**src/rtl/traffic_phase_scheduler_pkg.sv**
```systemverilog
// traffic_pkg: phase encoding, lamp codes and the phase-to-lamp decode shared by the scheduler
package traffic_pkg;
  typedef enum logic [3:0] {G1 = 4'd0, Y1, AR1, G2, Y2, AR2, PED, EMG} phase_e;
  localparam logic [2:0] LED_R = 3'b100;
  localparam logic [2:0] LED_Y = 3'b010;
  localparam logic [2:0] LED_G = 3'b001;
  function automatic logic [5:0] leds_of(phase_e p);
    return p == G1 ? {LED_G, LED_R} :
           p == Y1 ? {LED_Y, LED_R} :
           p == G2 ? {LED_R, LED_G} :
           p == Y2 ? {LED_R, LED_Y} : {LED_R, LED_R};
  endfunction
endpackage

```
**src/rtl/traffic_phase_scheduler_if.sv**
```systemverilog
// traffic_phase_scheduler_if: request inputs and light/phase outputs of the scheduler
interface traffic_phase_scheduler_if #(parameter int CNT_W = 8);
  logic             enable;
  logic             ped_req;
  logic             emg_req;
  logic [2:0]       led_traffic1;
  logic [2:0]       led_traffic2;
  logic             ped_walk;
  logic [3:0]       phase;
  logic [CNT_W-1:0] timer;
  modport master (output enable, ped_req, emg_req,
                  input led_traffic1, led_traffic2, ped_walk, phase, timer);
  modport slave (input enable, ped_req, emg_req,
                 output led_traffic1, led_traffic2, ped_walk, phase, timer);
endinterface

```
**src/rtl/traffic_phase_scheduler_phase_timer.sv**
```systemverilog
// phase_timer: loadable down-counter that saturates at zero
module phase_timer #(
  parameter int               CNT_W   = 8,
  parameter logic [CNT_W-1:0] RST_VAL = '0
) (
  input  logic             clk,
  input  logic             rst,
  input  logic             load_i,
  input  logic             en_i,
  input  logic             dec_i,
  input  logic [CNT_W-1:0] value_i,
  output logic [CNT_W-1:0] cnt_o,
  output logic             zero_o
);
  logic [CNT_W-1:0] cnt_q, cnt_d;
  always_comb cnt_d = load_i ? value_i : (dec_i && cnt_q != '0) ? cnt_q - CNT_W'(1) : cnt_q;
  always_ff @(posedge clk or posedge rst)
    if (rst) cnt_q <= RST_VAL;
    else if (en_i) cnt_q <= cnt_d;
  assign cnt_o  = cnt_q;
  assign zero_o = cnt_q == '0;
endmodule

```
**src/rtl/traffic_phase_scheduler.sv**
```systemverilog
// traffic_phase_scheduler: two-road light sequencer with latched ped walk and emergency preemption
module traffic_phase_scheduler
  import traffic_pkg::*;
#(
  parameter int CNT_W      = 8,
  parameter int TIME_G     = 10,
  parameter int TIME_G_MIN = 4,
  parameter int TIME_Y     = 5,
  parameter int TIME_AR    = 2,
  parameter int TIME_PED   = 8
) (
  input logic clk,
  input logic rst,
  traffic_phase_scheduler_if.slave bus
);
  localparam logic [CNT_W-1:0] CUT_MAX = CNT_W'(TIME_G - 1 - TIME_G_MIN);
  phase_e           state_q, state_d, ar_next;
  logic             ped_q, ped_d, side_q, side_d, walk_q, zero, load, cut;
  logic [2:0]       l1_q, l2_q;
  logic [CNT_W-1:0] cnt, load_val;
  always_comb begin
    cut     = (ped_q | bus.emg_req) && cnt <= CUT_MAX;
    ar_next = bus.emg_req ? EMG : ped_q ? PED : state_q == AR1 ? G2 : G1;
    state_d = state_q;
    case (state_q)
      G1:      if (cut || zero) state_d = Y1;
      Y1:      if (zero) state_d = AR1;
      AR1:     if (zero) state_d = ar_next;
      G2:      if (cut || zero) state_d = Y2;
      Y2:      if (zero) state_d = AR2;
      AR2:     if (zero) state_d = ar_next;
      PED:     if (zero) state_d = bus.emg_req ? EMG : side_q ? G2 : G1;
      EMG:     if (!bus.emg_req) state_d = AR2;
      default: state_d = AR2;
    endcase
    if (!bus.enable) state_d = state_q;
    load     = state_d != state_q;
    load_val = (state_d == G1 || state_d == G2) ? CNT_W'(TIME_G - 1) :
               (state_d == Y1 || state_d == Y2) ? CNT_W'(TIME_Y - 1) :
               state_d == PED ? CNT_W'(TIME_PED - 1) :
               state_d == EMG ? '0 : CNT_W'(TIME_AR - 1);
    ped_d    = bus.ped_req | (ped_q & ~(load && state_d == PED));
    // remember which green a ped phase taken out of all-red must hand back to
    side_d   = (bus.enable && (state_q == AR1 || state_q == AR2)) ? state_q == AR1 : side_q;
  end
  always_ff @(posedge clk or posedge rst)
    if (rst) begin
      state_q <= AR2;
      ped_q   <= 1'b0;
      side_q  <= 1'b0;
      l1_q    <= LED_R;
      l2_q    <= LED_R;
      walk_q  <= 1'b0;
    end else begin
      state_q      <= state_d;
      ped_q        <= ped_d;
      side_q       <= side_d;
      {l1_q, l2_q} <= leds_of(state_d);
      walk_q       <= state_d == PED;
    end
  phase_timer #(.CNT_W(CNT_W), .RST_VAL(CNT_W'(TIME_AR - 1))) u_timer (
    .clk(clk), .rst(rst), .load_i(load), .en_i(bus.enable), .dec_i(state_q != EMG),
    .value_i(load_val), .cnt_o(cnt), .zero_o(zero)
  );
  assign bus.led_traffic1 = l1_q;
  assign bus.led_traffic2 = l2_q;
  assign bus.ped_walk     = walk_q;
  assign bus.phase        = state_q;
  assign bus.timer        = cnt;
endmodule

```
**src/flat_wrapper.sv**
```systemverilog
// flat-port wrapper written by rule: the top's interface ports become plain ports
module traffic_phase_scheduler_flat import traffic_pkg::*;
#(
  parameter int CNT_W      = 8,
  parameter int TIME_G     = 10,
  parameter int TIME_G_MIN = 4,
  parameter int TIME_Y     = 5,
  parameter int TIME_AR    = 2,
  parameter int TIME_PED   = 8
)
  (clk, rst, bus_enable, bus_ped_req, bus_emg_req, bus_led_traffic1, bus_led_traffic2, bus_ped_walk, bus_phase, bus_timer);
  traffic_phase_scheduler_if #(.CNT_W(CNT_W)) bus_i ();
  input logic clk;
  input logic rst;
  input wire logic [$bits(bus_i.enable)-1:0] bus_enable;
  input wire logic [$bits(bus_i.ped_req)-1:0] bus_ped_req;
  input wire logic [$bits(bus_i.emg_req)-1:0] bus_emg_req;
  output wire logic [$bits(bus_i.led_traffic1)-1:0] bus_led_traffic1;
  output wire logic [$bits(bus_i.led_traffic2)-1:0] bus_led_traffic2;
  output wire logic [$bits(bus_i.ped_walk)-1:0] bus_ped_walk;
  output wire logic [$bits(bus_i.phase)-1:0] bus_phase;
  output wire logic [$bits(bus_i.timer)-1:0] bus_timer;
  assign bus_i.enable = bus_enable;
  assign bus_i.ped_req = bus_ped_req;
  assign bus_i.emg_req = bus_emg_req;
  assign bus_led_traffic1 = bus_i.led_traffic1;
  assign bus_led_traffic2 = bus_i.led_traffic2;
  assign bus_ped_walk = bus_i.ped_walk;
  assign bus_phase = bus_i.phase;
  assign bus_timer = bus_i.timer;
  traffic_phase_scheduler #(.CNT_W(CNT_W), .TIME_G(TIME_G), .TIME_G_MIN(TIME_G_MIN), .TIME_Y(TIME_Y), .TIME_AR(TIME_AR), .TIME_PED(TIME_PED)) u_core (.clk(clk), .rst(rst), .bus(bus_i));
endmodule
```
**config.mk**
```make
export PLATFORM = sky130hd
export DESIGN_NAME = traffic_phase_scheduler_flat
export DESIGN_NICKNAME = d
export VERILOG_FILES = /design/src/rtl/traffic_phase_scheduler_pkg.sv /design/src/rtl/traffic_phase_scheduler_if.sv /design/src/rtl/traffic_phase_scheduler_phase_timer.sv /design/src/rtl/traffic_phase_scheduler.sv /design/src/flat_wrapper.sv
export SDC_FILE = /design/constraint.sdc
export NUM_CORES = 1
export LEC_CHECK = 0
export ABC_AREA = 0
export CORE_UTILIZATION = 39
export CTS_CLUSTER_DIAMETER = 60
export CTS_CLUSTER_SIZE = 10
export DETAILED_ROUTE_END_ITERATION = 10
export PLACE_DENSITY_LB_ADDON = 0.1
export SYNTH_ARGS = -nofsm -noshare
export SYNTH_HDL_FRONTEND = slang
export SYNTH_SLANG_ARGS = --single-unit
```
**constraint.sdc**
```tcl
create_clock -name clk -period 3.35 [get_ports clk]
set_input_delay 0.5025 -clock clk [delete_from_list [all_inputs] [get_ports clk]]
set_output_delay 0.5025 -clock clk [all_outputs]
set_load 0.01 [all_outputs]
```
==> run metrics, run 1 <==
n_diodes=0; nets=183; vias in the first global route=1142; commonest non-fill, non-tap cells in the layout=clkdlybuf4s50_1 (23), dfrtp_1 (16), nor2_1 (14); synth unique cells=51; skew final=0.01378 ns; largest net degree at the start of global routing=22; main combinational cell family by area after synthesis=simple AND/OR/NAND/NOR gates; xor/xnor share of the synthesized area=4.403%; First-pass DRT Iterations=4; CP delay by family, top=compound AO/OA/AOI/OAI gates; Detailed Route WL=3.328 mm; commonest non-fill, non-tap cell in the layout=clkdlybuf4s50_1; H-tree depth reported by CTS=1; Max IR drop VDD=0.4987 mV; CTS clk-pin slew, worst paths=0.11 ns; GRT Total Usage=20.45%; post-synthesis mux area share=5.121%; Buffers & Inverters on Critical Path=1; postcts setup bufs=0; Pins Over Slew Limit=0; final hold violation count=0; total number of vias=1202; full die area=3814 sq um; worst-path cell with the longest stage delay=or3b_2; Hold Crit Class=flop to flop; hold path cells=2; #FFs+latches synth=21; Die Width=61.76 um; First DRT Iteration DRCs=54; Post-CTS Hold Buffers=0; hold_ws=0.5866 ns; port buffer count=23; post-synthesis simple-gate area fraction=22.91%; Net Count, Synth=157; CP arrival=3.24 ns; core box area=3390 sq um; synth warn=0; post-CTS sizing=0; Overflow after GRT=0; power per cell area=1082 nW/um^2; Final ANT Viol Nets=0; Max-Cap Viols=0; boundary pin count=24; complex-gate fraction of the synthesized area=22.55%; initial antenna violation count=0; Row Count=21; CTS Buf Count=3; final worst path period share=90.86%; top-area cell type share of the netlist area=28.75%; Placer Congestion=0.8236; RSZ-0062 raised after global routing=false; critical path required time=3.55 ns; TritonCTS clock tree=yes; number of synthesized flops with an enable pin=0; fraction of layout cells with a size suffix above 1=13.71%; Post-synth ARST share=100.0%; cells on worst reg2reg path=9; crit end category=flop; clock tree buffer depth=2; status=finished, final reports clean; Synth Area in Adders=1.797%; wire per inst=15.06 um; largest area contributor in the netlist=dfrtp_1; Max Clk Rate=328.5 MHz; clock root buffer=clkbuf_4; DIE HEIGHT=61.76 um; first-pass GRT wire length=5.513 mm; sequential area share after synthesis=38.19%; final setup TNS=0 ns; CP Depth=9; DP HPWL=2.496 mm; Cell Area, Synth=1393 sq um; fill count=329; cell count after synthesis=150; syn avg cell area=9.284 sq um; drc violations=0; Setup-failing EPs final=0; worst-path fanout max=6; Design Area, Final=1717 sq um; Slew @ Worst Pin=0.8322 ns; Relative slew margins=44.46%; Tmin final=3.044 ns; WS Path Type=flop to flop; Initial Utilization=41.09%; Top FF cell, synth=dfrtp_1; placed cell areas=1689 sq um; largest cells by area after synthesis=dfrtp_1 (29%), dfstp_2 (9.4%), nor3_1 (4.0%); vias per inst=5.439; multi-input gate area in the final layout=790.8 sq um; CP Cell Sequence=inv_1 -> ha_1 -> or3b_2 -> nor3_4 -> o32ai_1 -> a221o_1 -> a2111oi_4 -> o211ai_4 -> mux2_4; crit start category=flop; CTS Sinks=21; Leak=0.7285 nW; register area=531.8 sq um; Layout area overhead=23.27%; Largest stage delay, worst path=0.53 ns; worst skew pair latency=0.31 ns
==> report_power, final <==
| group | total, mW | internal [mW] | switching (mW) | leakage, nW |
|---|---|---|---|---|
| Clock | 0.127 | 0.0446 | 0.0823 | 0.0177 |
| Sequential | 0.516 | 0.374 | 0.142 | 0.259 |
| Combinational | 1.22 | 0.597 | 0.618 | 0.451 |
| Total | 1.86 | 1.02 | 0.842 | 0.729 |
==> worst min-delay path: stages (launching register included) <==
cell	delay [ns]
dfrtp_1	0.41
o31ai_1	0.08
o21ai_0	0.07
==> path summary, 6_finish.rpt <==
check,start,to,slack (ns)
setup / recovery,u_core.u_timer.cnt_o[1],u_core.u_timer.cnt_o[1],0.31
hold reg to reg,u_core.side_q,u_core.side_q,0.59
max in group asynchronous,rst,u_core.u_timer.cnt_o[1],2.18
hold / removal,u_core.side_q,u_core.side_q,0.59
setup reg to reg,u_core.u_timer.cnt_o[1],u_core.u_timer.cnt_o[1],0.31
min in group asynchronous,rst,u_core.bus.ped_walk,0.65
==> metrics by stage <==
stage                     setup slack (ns)  cells  power [mW]  util [%]
after floorplan                     0.4707    150       1.353         -
after global placement              0.2131    217       1.713     49.83
after detailed placement            0.1463    217       1.736     49.83
after CTS                           0.2872    221       1.872     50.65
after global routing                0.1214    221       2.024     50.65
final                               0.3060    221       1.858     50.65
==> synth_stat cells (all sizes together) (2+ instances only) <==
| cell type | instances |
|---|---|
| mux2i | 3 |
| o31ai | 2 |
| ha | 2 |
| a21oi | 10 |
| o211ai | 4 |
| a31oi | 3 |
| buf | 2 |
| a221o | 2 |
| o21ai | 2 |
| xor2 | 3 |
| a2111oi | 2 |
| nor3b | 2 |
| nor2b | 3 |
| a211o | 2 |
| nand2b | 6 |
| mux2 | 3 |
| or3 | 2 |
| dfstp | 5 |
| xnor2 | 4 |
| nor2 | 14 |
| nor3 | 12 |
| a21o | 2 |
| nand2 | 8 |
| or3b | 2 |
| inv | 11 |
| clkbuf | 5 |
| dfrtp | 16 |
==> registers in the layout, indices dropped and copies added, names as in the netlist <==
signal,flops
u_core.bus.phase,4
u_core.u_timer.cnt_o,8
u_core.bus.led_traffic2,3
u_core.ped_q,1
u_core.side_q,1
u_core.bus.ped_walk,1
u_core.bus.led_traffic1,3
==> area by class of cell <==
class | count | share of cell area (%)
clock buffer | 3 | 1.312
clock inverter | 1 | 0.2915
inverter | 11 | 2.405
multi-input combinational | 111 | 46.06
sequential | 21 | 30.98
tap | 46 | 3.353
timing repair buffer | 28 | 15.60
==> kinds of logic after synthesis <==
logic type	count (synthesis)
adders and majority gates	2
muxes	6
and+or+nand+nor	57
xor gates and xnor gates	7
AOI/OAI and AO/OA	39
DFF	21
buffers and inverters	18
==> metal layers <==
layer  vias to the layer above  track usage (%)  part of all wire (%)
met2                        36            29.95                    47
li1                        592                -                     -
met3                         2            3.934                   4.6
met1                       572            30.00                    48
met4                         0            7.619                  0.69
met5                         -                0                     0
No activity file was read; power rests on OpenSTA's default activity.
==> run 2, diff against run 1 <==
--- a/config.mk
+++ b/config.mk
@@ -5,7 +5,6 @@
 export SDC_FILE = /design/constraint.sdc
 export NUM_CORES = 1
 export LEC_CHECK = 0
-export ABC_AREA = 0
 export CORE_UTILIZATION = 39
 export CTS_CLUSTER_DIAMETER = 60
 export CTS_CLUSTER_SIZE = 10
@@ -14,3 +13,4 @@
 export SYNTH_ARGS = -nofsm -noshare
 export SYNTH_HDL_FRONTEND = slang
 export SYNTH_SLANG_ARGS = --single-unit
+export TNS_END_PERCENT = 50
==> results of run 2 <==
The final DEF is identical to that of run 1; final timing and power are the same.
